## src/rtl/wb_queue_if.sv

```systemverilog
// wb_queue_if: bundles the memory-stage, register-file, flag and forwarding signals of wb_queue.
// master = surrounding pipeline / bench side, slave = the queue itself.
interface wb_queue_if #(
   parameter int DW    = 32,
   parameter int AW    = 4,
   parameter int DEPTH = 4,
   parameter int NFLAG = 4
);
   localparam int CW = $clog2(DEPTH) + 1;

   logic             flush;
   logic             in_valid;
   logic             in_ready;
   logic [DW-1:0]    in_PC;
   logic [DW-1:0]    in_DM;
   logic [DW-1:0]    in_ALU;
   logic [1:0]       S_MXRB;
   logic [AW-1:0]    in_rd;
   logic             in_we;
   logic [NFLAG-1:0] in_flags;
   logic [NFLAG-1:0] in_flag_we;
   logic             rf_valid;
   logic             rf_ready;
   logic [AW-1:0]    rf_addr;
   logic [DW-1:0]    rf_data;
   logic [NFLAG-1:0] out_flags;
   logic [AW-1:0]    fwd_addr;
   logic             fwd_hit;
   logic [DW-1:0]    fwd_data;
   logic [CW-1:0]    count;
   logic             full;
   logic             empty;

   modport master (
      output flush, in_valid, in_PC, in_DM, in_ALU, S_MXRB, in_rd, in_we,
             in_flags, in_flag_we, rf_ready, fwd_addr,
      input  in_ready, rf_valid, rf_addr, rf_data, out_flags, fwd_hit,
             fwd_data, count, full, empty
   );

   modport slave (
      input  flush, in_valid, in_PC, in_DM, in_ALU, S_MXRB, in_rd, in_we,
             in_flags, in_flag_we, rf_ready, fwd_addr,
      output in_ready, rf_valid, rf_addr, rf_data, out_flags, fwd_hit,
             fwd_data, count, full, empty
   );
endinterface

```

## src/rtl/wb_queue.sv

```systemverilog
// wb_queue: in-order writeback buffer that drains to the register file and commits flags on retire.
// Define WB_FWD_EN to build the youngest-match forwarding search; otherwise fwd_hit/fwd_data are 0.
module wb_queue #(
   parameter int DW    = 32,
   parameter int AW    = 4,
   parameter int DEPTH = 4,
   parameter int NFLAG = 4
) (
   input logic        CLK,
   input logic        RST_N,
   wb_queue_if.slave  bus
);
   localparam int PW = $clog2(DEPTH);
   localparam int CW = PW + 1;

   logic [DW-1:0]    data_q   [DEPTH];
   logic [AW-1:0]    rd_q     [DEPTH];
   logic [DEPTH-1:0] we_q;
   logic [NFLAG-1:0] flags_q  [DEPTH];
   logic [NFLAG-1:0] flagWe_q [DEPTH];

   logic [PW-1:0]    head_q, head_d, tail_q, tail_d;
   logic [CW-1:0]    count_q, count_d;
   logic [NFLAG-1:0] outFlags_q, outFlags_d;

   logic             full, empty, push, pop, headWe;
   logic [DW-1:0]    selData;

   assign full   = (count_q == CW'(DEPTH));
   assign empty  = (count_q == '0);
   assign headWe = we_q[head_q];

   assign push = bus.in_valid & bus.in_ready;
   assign pop  = !empty & !bus.flush & (!headWe | bus.rf_ready);

   assign bus.in_ready  = !full & !bus.flush;
   assign bus.rf_valid  = !empty & headWe & !bus.flush;
   assign bus.rf_addr   = empty ? '0 : rd_q[head_q];
   assign bus.rf_data   = empty ? '0 : data_q[head_q];
   assign bus.out_flags = outFlags_q;
   assign bus.count     = count_q;
   assign bus.full      = full;
   assign bus.empty     = empty;

   always_comb begin
      selData = '0;
      case (bus.S_MXRB)
         2'b00:   selData = bus.in_ALU;
         2'b01:   selData = bus.in_DM;
         2'b10:   selData = bus.in_PC;
         default: selData = '0;
      endcase
   end

   // Pointer wrap relies on DEPTH being a power of two; flush overrides push and pop.
   always_comb begin
      head_d     = head_q;
      tail_d     = tail_q;
      count_d    = count_q;
      outFlags_d = outFlags_q;
      if (bus.flush) begin
         head_d  = '0;
         tail_d  = '0;
         count_d = '0;
      end else begin
         if (pop) begin
            head_d     = head_q + 1'b1;
            outFlags_d = (outFlags_q & ~flagWe_q[head_q]) | (flags_q[head_q] & flagWe_q[head_q]);
         end
         if (push) begin
            tail_d = tail_q + 1'b1;
         end
         count_d = count_q + CW'(push) - CW'(pop);
      end
   end

   always_ff @(posedge CLK) begin
      if (!RST_N) begin
         head_q     <= '0;
         tail_q     <= '0;
         count_q    <= '0;
         outFlags_q <= '0;
      end else begin
         head_q     <= head_d;
         tail_q     <= tail_d;
         count_q    <= count_d;
         outFlags_q <= outFlags_d;
      end
   end

   // Entry payload needs no reset: occupancy alone decides which slots are live.
   always_ff @(posedge CLK) begin
      if (push) begin
         data_q[tail_q]   <= selData;
         rd_q[tail_q]     <= bus.in_rd;
         we_q[tail_q]     <= bus.in_we;
         flags_q[tail_q]  <= bus.in_flags;
         flagWe_q[tail_q] <= bus.in_flag_we;
      end
   end

`ifdef WB_FWD_EN
   // Walk oldest to youngest so a later match overwrites an earlier one.
   always_comb begin
      logic [PW-1:0] idx;
      idx          = '0;
      bus.fwd_hit  = 1'b0;
      bus.fwd_data = '0;
      for (int i = 0; i < DEPTH; i++) begin
         idx = head_q + PW'(i);
         if ((CW'(i) < count_q) && we_q[idx] && (rd_q[idx] == bus.fwd_addr)) begin
            bus.fwd_hit  = 1'b1;
            bus.fwd_data = data_q[idx];
         end
      end
   end
`else
   assign bus.fwd_hit  = 1'b0;
   assign bus.fwd_data = '0;
`endif
endmodule

```

## src/flat_wrapper.sv

```systemverilog
// flat-port wrapper written by rule: the top's interface ports become plain ports
module wb_queue_flat 
#(
   parameter int DW    = 32,
   parameter int AW    = 4,
   parameter int DEPTH = 4,
   parameter int NFLAG = 4
)
  (CLK, RST_N, bus_flush, bus_in_valid, bus_in_PC, bus_in_DM, bus_in_ALU, bus_S_MXRB, bus_in_rd, bus_in_we, bus_in_flags, bus_in_flag_we, bus_rf_ready, bus_fwd_addr, bus_in_ready, bus_rf_valid, bus_rf_addr, bus_rf_data, bus_out_flags, bus_fwd_hit, bus_fwd_data, bus_count, bus_full, bus_empty);
  wb_queue_if #(.DW(DW), .AW(AW), .DEPTH(DEPTH), .NFLAG(NFLAG)) bus_i ();
  input logic CLK;
  input logic RST_N;
  input wire logic [$bits(bus_i.flush)-1:0] bus_flush;
  input wire logic [$bits(bus_i.in_valid)-1:0] bus_in_valid;
  input wire logic [$bits(bus_i.in_PC)-1:0] bus_in_PC;
  input wire logic [$bits(bus_i.in_DM)-1:0] bus_in_DM;
  input wire logic [$bits(bus_i.in_ALU)-1:0] bus_in_ALU;
  input wire logic [$bits(bus_i.S_MXRB)-1:0] bus_S_MXRB;
  input wire logic [$bits(bus_i.in_rd)-1:0] bus_in_rd;
  input wire logic [$bits(bus_i.in_we)-1:0] bus_in_we;
  input wire logic [$bits(bus_i.in_flags)-1:0] bus_in_flags;
  input wire logic [$bits(bus_i.in_flag_we)-1:0] bus_in_flag_we;
  input wire logic [$bits(bus_i.rf_ready)-1:0] bus_rf_ready;
  input wire logic [$bits(bus_i.fwd_addr)-1:0] bus_fwd_addr;
  output wire logic [$bits(bus_i.in_ready)-1:0] bus_in_ready;
  output wire logic [$bits(bus_i.rf_valid)-1:0] bus_rf_valid;
  output wire logic [$bits(bus_i.rf_addr)-1:0] bus_rf_addr;
  output wire logic [$bits(bus_i.rf_data)-1:0] bus_rf_data;
  output wire logic [$bits(bus_i.out_flags)-1:0] bus_out_flags;
  output wire logic [$bits(bus_i.fwd_hit)-1:0] bus_fwd_hit;
  output wire logic [$bits(bus_i.fwd_data)-1:0] bus_fwd_data;
  output wire logic [$bits(bus_i.count)-1:0] bus_count;
  output wire logic [$bits(bus_i.full)-1:0] bus_full;
  output wire logic [$bits(bus_i.empty)-1:0] bus_empty;
  assign bus_i.flush = bus_flush;
  assign bus_i.in_valid = bus_in_valid;
  assign bus_i.in_PC = bus_in_PC;
  assign bus_i.in_DM = bus_in_DM;
  assign bus_i.in_ALU = bus_in_ALU;
  assign bus_i.S_MXRB = bus_S_MXRB;
  assign bus_i.in_rd = bus_in_rd;
  assign bus_i.in_we = bus_in_we;
  assign bus_i.in_flags = bus_in_flags;
  assign bus_i.in_flag_we = bus_in_flag_we;
  assign bus_i.rf_ready = bus_rf_ready;
  assign bus_i.fwd_addr = bus_fwd_addr;
  assign bus_in_ready = bus_i.in_ready;
  assign bus_rf_valid = bus_i.rf_valid;
  assign bus_rf_addr = bus_i.rf_addr;
  assign bus_rf_data = bus_i.rf_data;
  assign bus_out_flags = bus_i.out_flags;
  assign bus_fwd_hit = bus_i.fwd_hit;
  assign bus_fwd_data = bus_i.fwd_data;
  assign bus_count = bus_i.count;
  assign bus_full = bus_i.full;
  assign bus_empty = bus_i.empty;
  wb_queue #(.DW(DW), .AW(AW), .DEPTH(DEPTH), .NFLAG(NFLAG)) u_core (.CLK(CLK), .RST_N(RST_N), .bus(bus_i));
endmodule
```

## config.mk

```make
export PLATFORM = sky130hd
export DESIGN_NAME = wb_queue_flat
export DESIGN_NICKNAME = d
export VERILOG_FILES = /design/src/rtl/wb_queue_if.sv /design/src/rtl/wb_queue.sv /design/src/flat_wrapper.sv
export SDC_FILE = /design/constraint.sdc
export NUM_CORES = 1
export LEC_CHECK = 0
export ABC_AREA = 1
export CAP_MARGIN = 10
export CORE_ASPECT_RATIO = 0.75
export CORE_UTILIZATION = 45
export DETAILED_ROUTE_END_ITERATION = 8
export PLACE_DENSITY = 0.73
export SETUP_SLACK_MARGIN = 0.05
export SLEW_MARGIN = 10
export SYNTH_ARGS = -nofsm -noshare
export SYNTH_HDL_FRONTEND = slang
export SYNTH_SLANG_ARGS = --single-unit
```

## constraint.sdc

```tcl
create_clock -name CLK -period 3.7 [get_ports CLK]
set_input_delay 0.555 -clock CLK [delete_from_list [all_inputs] [get_ports CLK]]
set_output_delay 0.555 -clock CLK [all_outputs]
set_load 0.005 [all_outputs]
```

==> results.cfg, run 1 <==
[timing]
finalClockSkew_ns = 0.00582
tightestPinTransition_ns = 0.694
rsz0062_at_grt = no
slew_violations = 0
hold_violations = 0
setup_viol = 0
period_needed_ns = 3.27
period_share_pct = 88.4
finalSetupTns_ns = 0
setup_ws_ns = 0.429
fmax_ghz = 0.306
slew_headroom_pct = 53.6

[layout]
area_delta_synth_final_pct = 27.5
layout-drive-gt1-share_pct = 6.48
fin_nets = 1101
antennaDiodeCount = 0

[critical_path]
cp-start-kind = flop
rr_startpoint = u_core.bus.count[2]
end_kind = output pin
worstPathRequired_ns = 3.14
r2r_cells = 10
arrival_ns = 2.72
reg2reg_to = u_core.bus.count[2]
critPathMaxFanout = 20
worst-r2r-setup-slack_ns = 0.91
cp_top_family = buffers and inverters
crit_chain = inv_2, buf_4, nor2_1, o21ai_0, a21oi_1, clkdlybuf4s50_1
max_stage_delay_ns = 0.66
critPathSlowestCell = dfxtp_2
worst-path-buf-inv = 3
crit_type = flop to output pin

[logic_synthesis]
synth_common_cells = 180 x edfxtp_1, 160 x nor2_1, 86 x nand2_1
ys_ff_latch = 193
ys.flop_type = edfxtp_1
synthCells = 823
ys_warn_count = 0
synth_area_um2 = 8690
syn_avg_cell_area_um2 = 10.6
synth_edf_count = 180
ys_types = 31
netlist.area_leader.share_pct = 62.2
synth_top_area_cell = edfxtp_1
synthTopCellsByArea = edfxtp_1 62%, nor2_1 6.9%, o21ai_0 4.3%
synth_most_common_cell = edfxtp_1
synth-seq-area-share_pct = 65.2
async_flop_share_pct = 0

[cts]
cts_resized = 0
cts.sinks = 193
cts_tree = yes
cts_buffers = 17
post_cts_buffers = 0
clockRootBuffer = clkbuf_16
clk_path_buf_depth = 2
cts.clk_slew.worst_paths_ns = 0.07
clk_latency_ns = 0.43
cts_max_level = 4
postCtsHoldBufs = 0

[routing]
drtIter0Drc = 378
postRouteAntennaNets = 0
firstDrtPassIters = 4
drc = 0
vias_per_cell = 4.90
vias = 6043
drt-wirelength-per-cell_um = 15.4
totalWireLength_um = 19000

[power_and_ir_drop]
ir_drop_mv = 0.287
power.share.sequential_pct = 51.7
p_sw_mw = 1.06
p_leak_nw = 4.07
p_clk_share_pct = 37.9
switching_share_pct = 22.3
p_int_mw = 3.71
report.power.total_mw = 4.77
powerDensity_nw_per_um2 = 431
combPwrFrac_pct = 10.4

[min_path]
min_path_type = flop to flop
hold_depth = 4

[floorplan]
row_count = 43
start_util_pct = 46.5
die_y_um = 122
die_w_um = 162
pin_count = 200
core-area_um2 = 18700
die-area_um2 = 19900

[grt]
grt_max_degree = 74
grt_pass1_vias = 5706
antenna_found_initial = 0
grt_pass1_wl_um = 30200
overflow = 0
grt_usage_pct = 20.3

[place]
gp_congestion = 0.738
hpwl_um = 12300
io_buffers = 162
dp_slack_ns = 0.841

[job]
max_cap_violations = 0

[status]
status = complete, no violations
[layer usage]
| metal | track usage (%) | share of wire [%] |
|---|---|---|
| met5 | 0 | 0 |
| met4 | 4.78 | 0.65 |
| met3 | 5.54 | 6.8 |
| met2 | 33.8 | 47 |
| met1 | 26.4 | 45 |
[sequential cells by signal, summed over array words and instances (netlist names), named ones only]
register and count:
u_core.flagWe_q 16, u_core.head_q 2, u_core.flags_q 16, u_core.bus.count 3
u_core.data_q 128, u_core.rd_q 16, u_core.we_q 4, u_core.tail_q 2
[per-stage QoR]
stage          cells  util [%]  cell area (um^2)  hold WS [ns]
6_report        1234      59.3             11100         0.511
5_1_grt         1234      59.3             11100         0.569
2_1_floorplan    855         -              8810         0.488
3_5_place_dp    1202      56.2             10500         0.504
4_1_cts         1234      59.3             11100         0.513
3_3_place_gp    1202      56.2             10500         0.502
[area by class of cell]
type                            count  area [um^2]
Fill cell                        1501         7590
Tap cell                          247          309
Clock buffer                       19          433
Clock inverter                     13          153
Multi-Input combinational cell    503         2390
Sequential cell                   193         5670
Inverter                           79          299
Timing Repair Buffer              180         1820
[how the worst max path moves through the flow]
stage | from | to | cells past startpoint
finish | flop | bus_rf_data[27] | 6
global route | flop | bus_rf_data[4] | 6
CTS | flop | bus_rf_data[4] | 6
detailed placement | flop | bus_rf_data[4] | 6
global placement | flop | bus_rf_data[4] | 6
floorplan | u_core.bus.count[1] | u_core.data_q[0][0] | 6
[cell families after synthesis]
logic type      share of synthesized area, %
compound gates                          9.39
xor+xnor                               0.202
fa+ha+maj                               1.09
buf+inv                                 9.10
flops                                   65.2
other cells                           0.0432
simple gates                            15.0
[cells in the final DEF (no fill, tap or decap), types with 11 or more instances in the layout]
cell type        instances
a21oi_1                 40
buf_4                   13
clkbuf_16               17
clkdlybuf4s50_1        162
conb_1                  33
dfxtp_1                 11
edfxtp_1               180
inv_1                   77
nand2_1                 86
nand3_1                 56
nor2_1                 155
o211ai_1                32
o21ai_0                 74
[power groups by stage]
stage / sequential, mW / clock (mW) / combinational, mW
2_1_floorplan: 2.51 / 0 / 0.238
3_3_place_gp: 2.51 / 0 / 0.490
3_5_place_dp: 2.51 / 0 / 0.496
4_1_cts: 2.47 / 1.83 / 0.499
5_1_grt: 2.47 / 1.92 / 0.549
6_report: 2.47 / 1.81 / 0.495
[worst min-delay path, cell delays in order, from the launching register on]
cell	delay [ns]
dfxtp_1	0.31
inv_1	0.05
nand2_1	0.04
inv_1	0.04
nor2_1	0.03
Note: power is estimated with default switching activity, not from simulation.
==> inputs of run 2 (changes only) <==
CORE_MARGIN = 2   (was unset)
==> results.cfg, run 2 (same netlist as run 1, synthesis figures left out) <==
[status]
status = complete, no violations

[routing]
totalWireLength_um = 19300
vias_per_cell = 4.94
postRouteAntennaNets = 0
topRoutingLayerUsed = met4
drtIter0Drc = 499
drt-wirelength-per-cell_um = 15.7
wl_met3_um = 1540
wl_met2_um = 9180
wl_met1_um = 8340
drc = 0
firstDrtPassIters = 5
vias = 6064

[timing]
rsz0062_at_grt = no
finalSetupTns_ns = 0
period_needed_ns = 3.21
period_share_pct = 86.8
tightestPinTransition_ns = 0.880
slew_headroom_pct = 41.2
setup_viol = 0
finalClockSkew_ns = 0.0131
slew_violations = 0
hold_violations = 0
fmax_ghz = 0.311
setup_ws_ns = 0.489

[place]
hpwl_um = 12100
place_area_um2 = 10400
io_buffers = 162
gp_congestion = 0.734
dp_slack_ns = 0.815

[layout]
final_cell_mix = 180 x edfxtp_1, 162 x clkdlybuf4s50_1, 155 x nor2_1
antennaDiodeCount = 0
final_common_cell = edfxtp_1
finish.instance_area_um2 = 11000
layout-drive-gt1-share_pct = 5.91
area_delta_synth_final_pct = 26.7
largest_reg_flops = 128
top_register = u_core.data_q
fin_nets = 1097

[floorplan]
pin_count = 200
row_count = 43
core-area_um2 = 18700
die_w_um = 164
die_y_um = 124
die-area_um2 = 20400
start_util_pct = 46.4

[power_and_ir_drop]
report.power.total_mw = 4.71
combPwrFrac_pct = 10.4
powerDensity_nw_per_um2 = 428
switching_share_pct = 21.9
power.share.sequential_pct = 52.3
p_int_mw = 3.68
ir_drop_mv = 0.265
p_sw_mw = 1.03
p_clk_share_pct = 37.3
p_leak_nw = 4.04

[critical_path]
worst-path-buf-inv = 2
critPathMaxFanout = 40
crit_chain = inv_2, nor2_1, o21ai_0, a21oi_1, clkdlybuf4s50_1
cp_top_family = buffers and inverters
end_kind = output pin
cp-start-kind = flop
arrival_ns = 2.66
critPathSlowestCell = dfxtp_2
worstPathRequired_ns = 3.14
max_stage_delay_ns = 0.63
crit_type = flop to output pin

[grt]
grt_pass1_wl_um = 30300
grt_max_degree = 89
overflow = 0
grt_pass1_vias = 5832
grt_usage_pct = 19.6
antenna_found_initial = 0

[cts]
cts_max_level = 4
cts.sinks = 193
cts.clk_slew.worst_paths_ns = 0.06
clockRootBuffer = clkbuf_16
cts_buffers = 17
clk_latency_ns = 0.43
cts_resized = 0
clk_path_buf_depth = 2
cts_tree = yes
postCtsHoldBufs = 0
post_cts_buffers = 0

[job]
max_cap_violations = 0

[min_path]
min_path_type = flop to flop
[run 2: changes by cell type in the layout (fill, tap and decap cells not counted), sizes merged]
| cell | previous run | this run |
|---|---|---|
| buf | 18 | 14 |
| clkinv | 2 | 6 |
| clkbuf | 19 | 17 |
| clkinvlp | 4 | 2 |
| inv | 84 | 82 |
[run 2: per-stage QoR]
| step | cells | hold WS [ns] | utilization [%] |
|---|---|---|---|
| finish | 1228 | 0.514 | 58.8 |
| global route | 1228 | 0.567 | 58.8 |
| global placement | 1198 | 0.505 | 55.8 |
| detailed placement | 1198 | 0.506 | 55.8 |
| CTS | 1228 | 0.517 | 58.8 |
| floorplan | 855 | 0.488 | - |
[run 2: worst min-delay path: cells and delay by family (launching register included)]
| family | cells | cell delay, ns |
|---|---|---|
| AND/OR/NAND/NOR | 2 | 0.07 |
| flip-flops | 1 | 0.31 |
| buffers and inverters | 2 | 0.09 |
[run 2: final timing paths]
kind	to	slack [ns]	start	cells after the start
max	bus_rf_data[25]	0.49	flop	5
min	flop	0.51	flop	4
min reg2reg	flop	0.51	flop	4
max reg2reg	u_core.bus.count[2]	1.35	u_core.bus.count[2]	10
[run 2: metal layers]
layer / global-route usage, % / vias to the layer above
li1: - / 3023
met1: 25.1 / 2819
met2: 32.3 / 205
met3: 5.93 / 17
met4: 5.32 / 0
met5: 0 / -
[run 2: power groups by stage]
stage	clock (mW)	combinational (mW)	sequential, mW
finish	1.76	0.490	2.47
global route	1.87	0.546	2.47
CTS	1.78	0.495	2.47
detailed placement	0	0.493	2.51
global placement	0	0.486	2.51
floorplan	0	0.238	2.51
[run 2: area by class of cell]
| cell class | instances | area [um^2] |
|---|---|---|
| multi-input combinational | 503 | 2390 |
| sequential | 193 | 5670 |
| tap | 247 | 309 |
| fill | 1545 | 7710 |
| clock buffer | 17 | 425 |
| timing repair buffer | 176 | 1780 |
| clock inverter | 13 | 139 |
| inverter | 79 | 299 |
